===== src/rtl/rr_encoder.sv =====
// rtl/rr_encoder.sv - round-robin encoder from 16 sticky requests to one registered 4-bit grant
module rr_encoder (
    input  logic        clk,
    input  logic        rst_n,
    input  logic [15:0] reqSet,
    input  logic        srcReady,
    output logic        srcValid,
    output logic [3:0]  srcReg,
    output logic [15:0] srcOneHot,
    output logic [4:0]  pendCount
);

    logic [15:0] pending;
    logic [3:0]  ptr;
    logic [3:0]  sel;
    logic        accept;
    logic        load;
    logic [15:0] sel_mask;
    logic [15:0] clr_mask;

    // Search starts at ptr and wraps; the 4-bit add provides the 15 -> 0 wrap.
    always_comb begin
        logic [3:0] idx;
        logic       found;
        sel   = 4'd0;
        idx   = 4'd0;
        found = 1'b0;
        for (int i = 0; i < 16; i++) begin
            idx = ptr + i[3:0];
            if (!found && pending[idx]) begin
                sel   = idx;
                found = 1'b1;
            end
        end
    end

    always_comb begin
        logic [4:0] cnt;
        cnt = 5'd0;
        for (int i = 0; i < 16; i++) begin
            cnt = cnt + {4'd0, pending[i]};
        end
        pendCount = cnt;
    end

    assign accept   = srcValid & srcReady;
    assign load     = (!srcValid | accept) & (pending != 16'h0000);
    assign sel_mask = 16'h0001 << sel;
    assign clr_mask = load ? sel_mask : 16'h0000;

    // A new request on the bit being granted survives the clear: set wins.
    always_ff @(posedge clk) begin
        if (!rst_n) begin
            pending   <= 16'h0000;
            ptr       <= 4'd0;
            srcValid  <= 1'b0;
            srcReg    <= 4'd0;
            srcOneHot <= 16'h0000;
        end else begin
            pending <= (pending & ~clr_mask) | reqSet;
            if (load) begin
                srcValid  <= 1'b1;
                srcReg    <= sel;
                srcOneHot <= sel_mask;
                ptr       <= sel + 4'd1;
            end else if (accept) begin
                srcValid  <= 1'b0;
                srcOneHot <= 16'h0000;
            end
        end
    end

endmodule


===== config.mk =====
export PLATFORM = sky130hd
export DESIGN_NAME = rr_encoder
export DESIGN_NICKNAME = d
export VERILOG_FILES = /design/src/rtl/rr_encoder.sv
export SDC_FILE = /design/constraint.sdc
export NUM_CORES = 1
export LEC_CHECK = 0
export ABC_AREA = 0
export BUFFER_PORTS_ARGS = -buffer_cell sky130_fd_sc_hd__clkbuf_2
export CAP_MARGIN = 40
export CORE_UTILIZATION = 45
export CTS_CLUSTER_SIZE = 10
export DETAILED_ROUTE_END_ITERATION = 8
export SETUP_SLACK_MARGIN = 0.3
export SKIP_LAST_GASP = 1
export SYNTH_ARGS = -nofsm -noshare
export SYNTH_HDL_FRONTEND = slang
export SYNTH_SLANG_ARGS = --single-unit

===== constraint.sdc =====
create_clock -name clk -period 13.05 [get_ports clk]
set_clock_uncertainty 0.05 [all_clocks]
set_input_delay 1.9575 -clock clk [delete_from_list [all_inputs] [get_ports clk]]
set_output_delay 1.9575 -clock clk [all_outputs]
set_load 0.01 [all_outputs]

==> impl_metrics.tcl <==
set metrics [dict create \
    outcome "completed" \
    crit_family "adder cells" \
    synth_seq_cells 41 \
    path_class "reg2out" \
    htree_levels 2 \
    r2r_slack_ns 7.49 \
    hpwlAfterDp_um 11500 \
    synth.net_count 592 \
    drtPass1Iterations 5 \
    row_count 37 \
    clk-insertion-delay-late_ns 0.29 \
    whs_path_depth 2 \
    slew_violations 0 \
    track_usage_pct 28.0 \
    worstPathRequired_ns 11.04 \
    dr_total_vias 4525 \
    vias_per_cell 6.36 \
    hold_path.class "reg2reg" \
    cts_setup_buffers 0 \
    cts_made_buffers 5 \
    portBuffers 44 \
    cts-hold-fix-buffers 0 \
    path_clk_slew_ns 0.08 \
    worstHoldStart "srcOneHot[9]$_SDFFE_PN0P_" \
    cts_tree "done" \
    critPathMaxStageDelay_ns 0.57 \
    synth_ff_type "dfxtp_1" \
    hold_slack_ns 0.406 \
    grt_first_pass_wirelength_um 24300 \
    grt_setup_unrepaired "no" \
    clock_path_buffers 2 \
    r2r_start "ptr[2]$_SDFFE_PN0P_" \
    cts.sinks 41 \
    die_area_sq_mm 0.0111 \
    grt_pass1_vias 4353 \
    cts-resized-gates 0 \
    die_h_um 106 \
    antenna_left 0 \
    r2r_cells 17 \
    die_x_um 106 \
    fmax_mhz 170 \
    min_period_ns 5.88 \
    worstPathArrival_ns 3.87 \
    final_cell_mix "nand2_1, clkbuf_2, dfxtp_1" \
    ys_warn_count 0 \
    hold_viol 0 \
    min_to "srcOneHot[9]$_SDFFE_PN0P_" \
    overflow 0 \
    clockRootBuffer "clkbuf_8" \
    critPathBufInv 4 \
    wl_per_cell_um 21.1 \
    core_region_area_sq_mm 0.0104 \
    synthesis.area_sq_mm 0.00482 \
    setup_viol 0 \
    maxCapViolCount 0 \
    finalSetupTns_ns 0 \
    remaining_drc_errors 0 \
    syn_area_per_cell_sq_um 8.78 \
    path_cells "inv_1, fa_1, fa_1, fa_1, fa_1, inv_1, ha_1, inv_1, fa_1, nor2b_1, o21a_1, clkbuf_2" \
    totalWireLength_um 15100 \
    layout.nets 618 \
    netlist_instances 549 \
    worst_pin_slew_ns 0.876 \
    yosysSeqAreaShare_pct 17.0 \
    gp_congestion 0.984 \
    antenna_cells 0 \
    timing.critical_path.mode_cell "fa_1" \
    relSlewSlack_pct 41.6 \
    antenna_found_initial 0 \
    final_common_cell "nand2_1" \
    grt_max_degree 48 \
    synth-async-reset-ratio_pct 0 \
    start_util_pct 46.5 \
    min_period_over_period_pct 45.0 \
    start_kind "flop" \
    ys_types 75 \
    ioPinCount 45 \
    timing.rr.end "pending[7]$_SDFF_PN0_" \
    cp_max_fo 11 \
    drive_above_1_share_pct 22.2 \
    critPathSlowestCell "fa_1" \
    drt-initial-drc-count 277 \
    cp-end-kind "output port" \
    synth_edf_count 0 \
    areaGrowthSynthToFinish_pct 8.62 \
]
## how the worst max path moves through the flow
stage                                     start                    end  slack (ns)  cells after the start
after floorplan           pending[5]$_SDFF_PN0_           pendCount[4]        7.62                     12
after global placement      ptr[0]$_SDFFE_PN0P_  pending[7]$_SDFF_PN0_        7.38                     16
after detailed placement  pending[5]$_SDFF_PN0_           pendCount[4]        7.47                     12
after CTS                 pending[5]$_SDFF_PN0_           pendCount[4]        7.14                     12
after global routing      pending[5]$_SDFF_PN0_           pendCount[4]        6.96                     12
final                     pending[5]$_SDFF_PN0_           pendCount[4]        7.17                     12
## logic make-up after synthesis
group	share of synthesized area, %
fa+ha+maj	7.79
simple gates	19.3
buf+inv	6.05
flops	17.0
compound gates	22.6
mux	24.2
xor+xnor	3.09
## layout make-up
class / instances / area (sq um)
clock buffers: 7 / 96.3
repair buffers: 54 / 300
flip-flops and latches: 41 / 821
inverters: 35 / 131
multi-input cells: 438 / 3710
well taps: 136 / 170
fillers: 1041 / 5130
clock inverters: 1 / 8.76
## registers in the layout, summed over array words and instances (netlist names)
name,count
ptr,4
srcOneHot,16
srcValid,1
pending,16
srcReg,4
## layer usage
metal | vias up | wire length (um) | global-route usage (%)
li1 | 2115 | - | -
met1 | 2189 | 6370 | 36.9
met2 | 180 | 7280 | 46.4
met3 | 41 | 693 | 1.92
met4 | 0 | 707 | 14.0
met5 | - | 0 | 0
## worst register-to-register path: cells and delay by family (launching register included)
kind,cells,cell delay (ns)
AOI/OAI and AO/OA,4,0.90
adders and majority gates,2,0.90
buffers and inverters,3,0.71
DFF,1,0.32
muxes,3,1.06
and+or+nand+nor,5,1.53
## cells in the mapped netlist, types with 3 or more instances
cell type  count  area [sq um]
mux4_2        35           788
buf_2         11          55.1
o31ai_1        4          30.0
a22o_1         4          35.0
nor3_1        14          70.1
nand2_1       59           221
inv_1         33           124
o21ba_1        5          50.1
nand2b_1       6          37.5
mux2i_1       18           180
and3_1         7          43.8
a2bb2oi_1      3          26.3
nor4_1         8          50.1
o21ba_2        3          30.0
nor2b_1        6          37.5
and2_1        14          87.6
or3_1          6          37.5
o21a_1        10          75.1
a21oi_1       23           115
a31oi_1        9          56.3
o21ai_1        4          20.0
fa_1          10           200
clkbuf_1      19          71.3
nand4_1        5          31.3
a21o_1         4          30.0
xor2_1         4          35.0
a211oi_1       5          37.5
xnor2_1       13           114
o21ai_0       25           125
a21boi_0       8          60.1
ha_1          14           175
nor2_1        23          86.3
o22ai_1        7          43.8
or4_1          3          22.5
nand3_1       10          50.1
dfxtp_1       41           821
nand4b_1       5          43.8
a311oi_1       3          26.3
a21boi_1      10          75.1
mux2_2        14           158
## through the flow
| step | std cells | area, sq um | setup WS (ns) | util, % |
|---|---|---|---|---|
| floorplan | 549 | 4820 | 7.62 | - |
| global placement | 701 | 5100 | 7.38 | 49.2 |
| detailed placement | 704 | 5130 | 7.47 | 49.5 |
| CTS | 712 | 5240 | 7.14 | 50.5 |
| global route | 712 | 5240 | 6.96 | 50.5 |
| finish | 712 | 5240 | 7.17 | 50.5 |
Power is not shown: default switching activity piles up to over one toggle a cycle in this logic, so the estimate is an artifact.
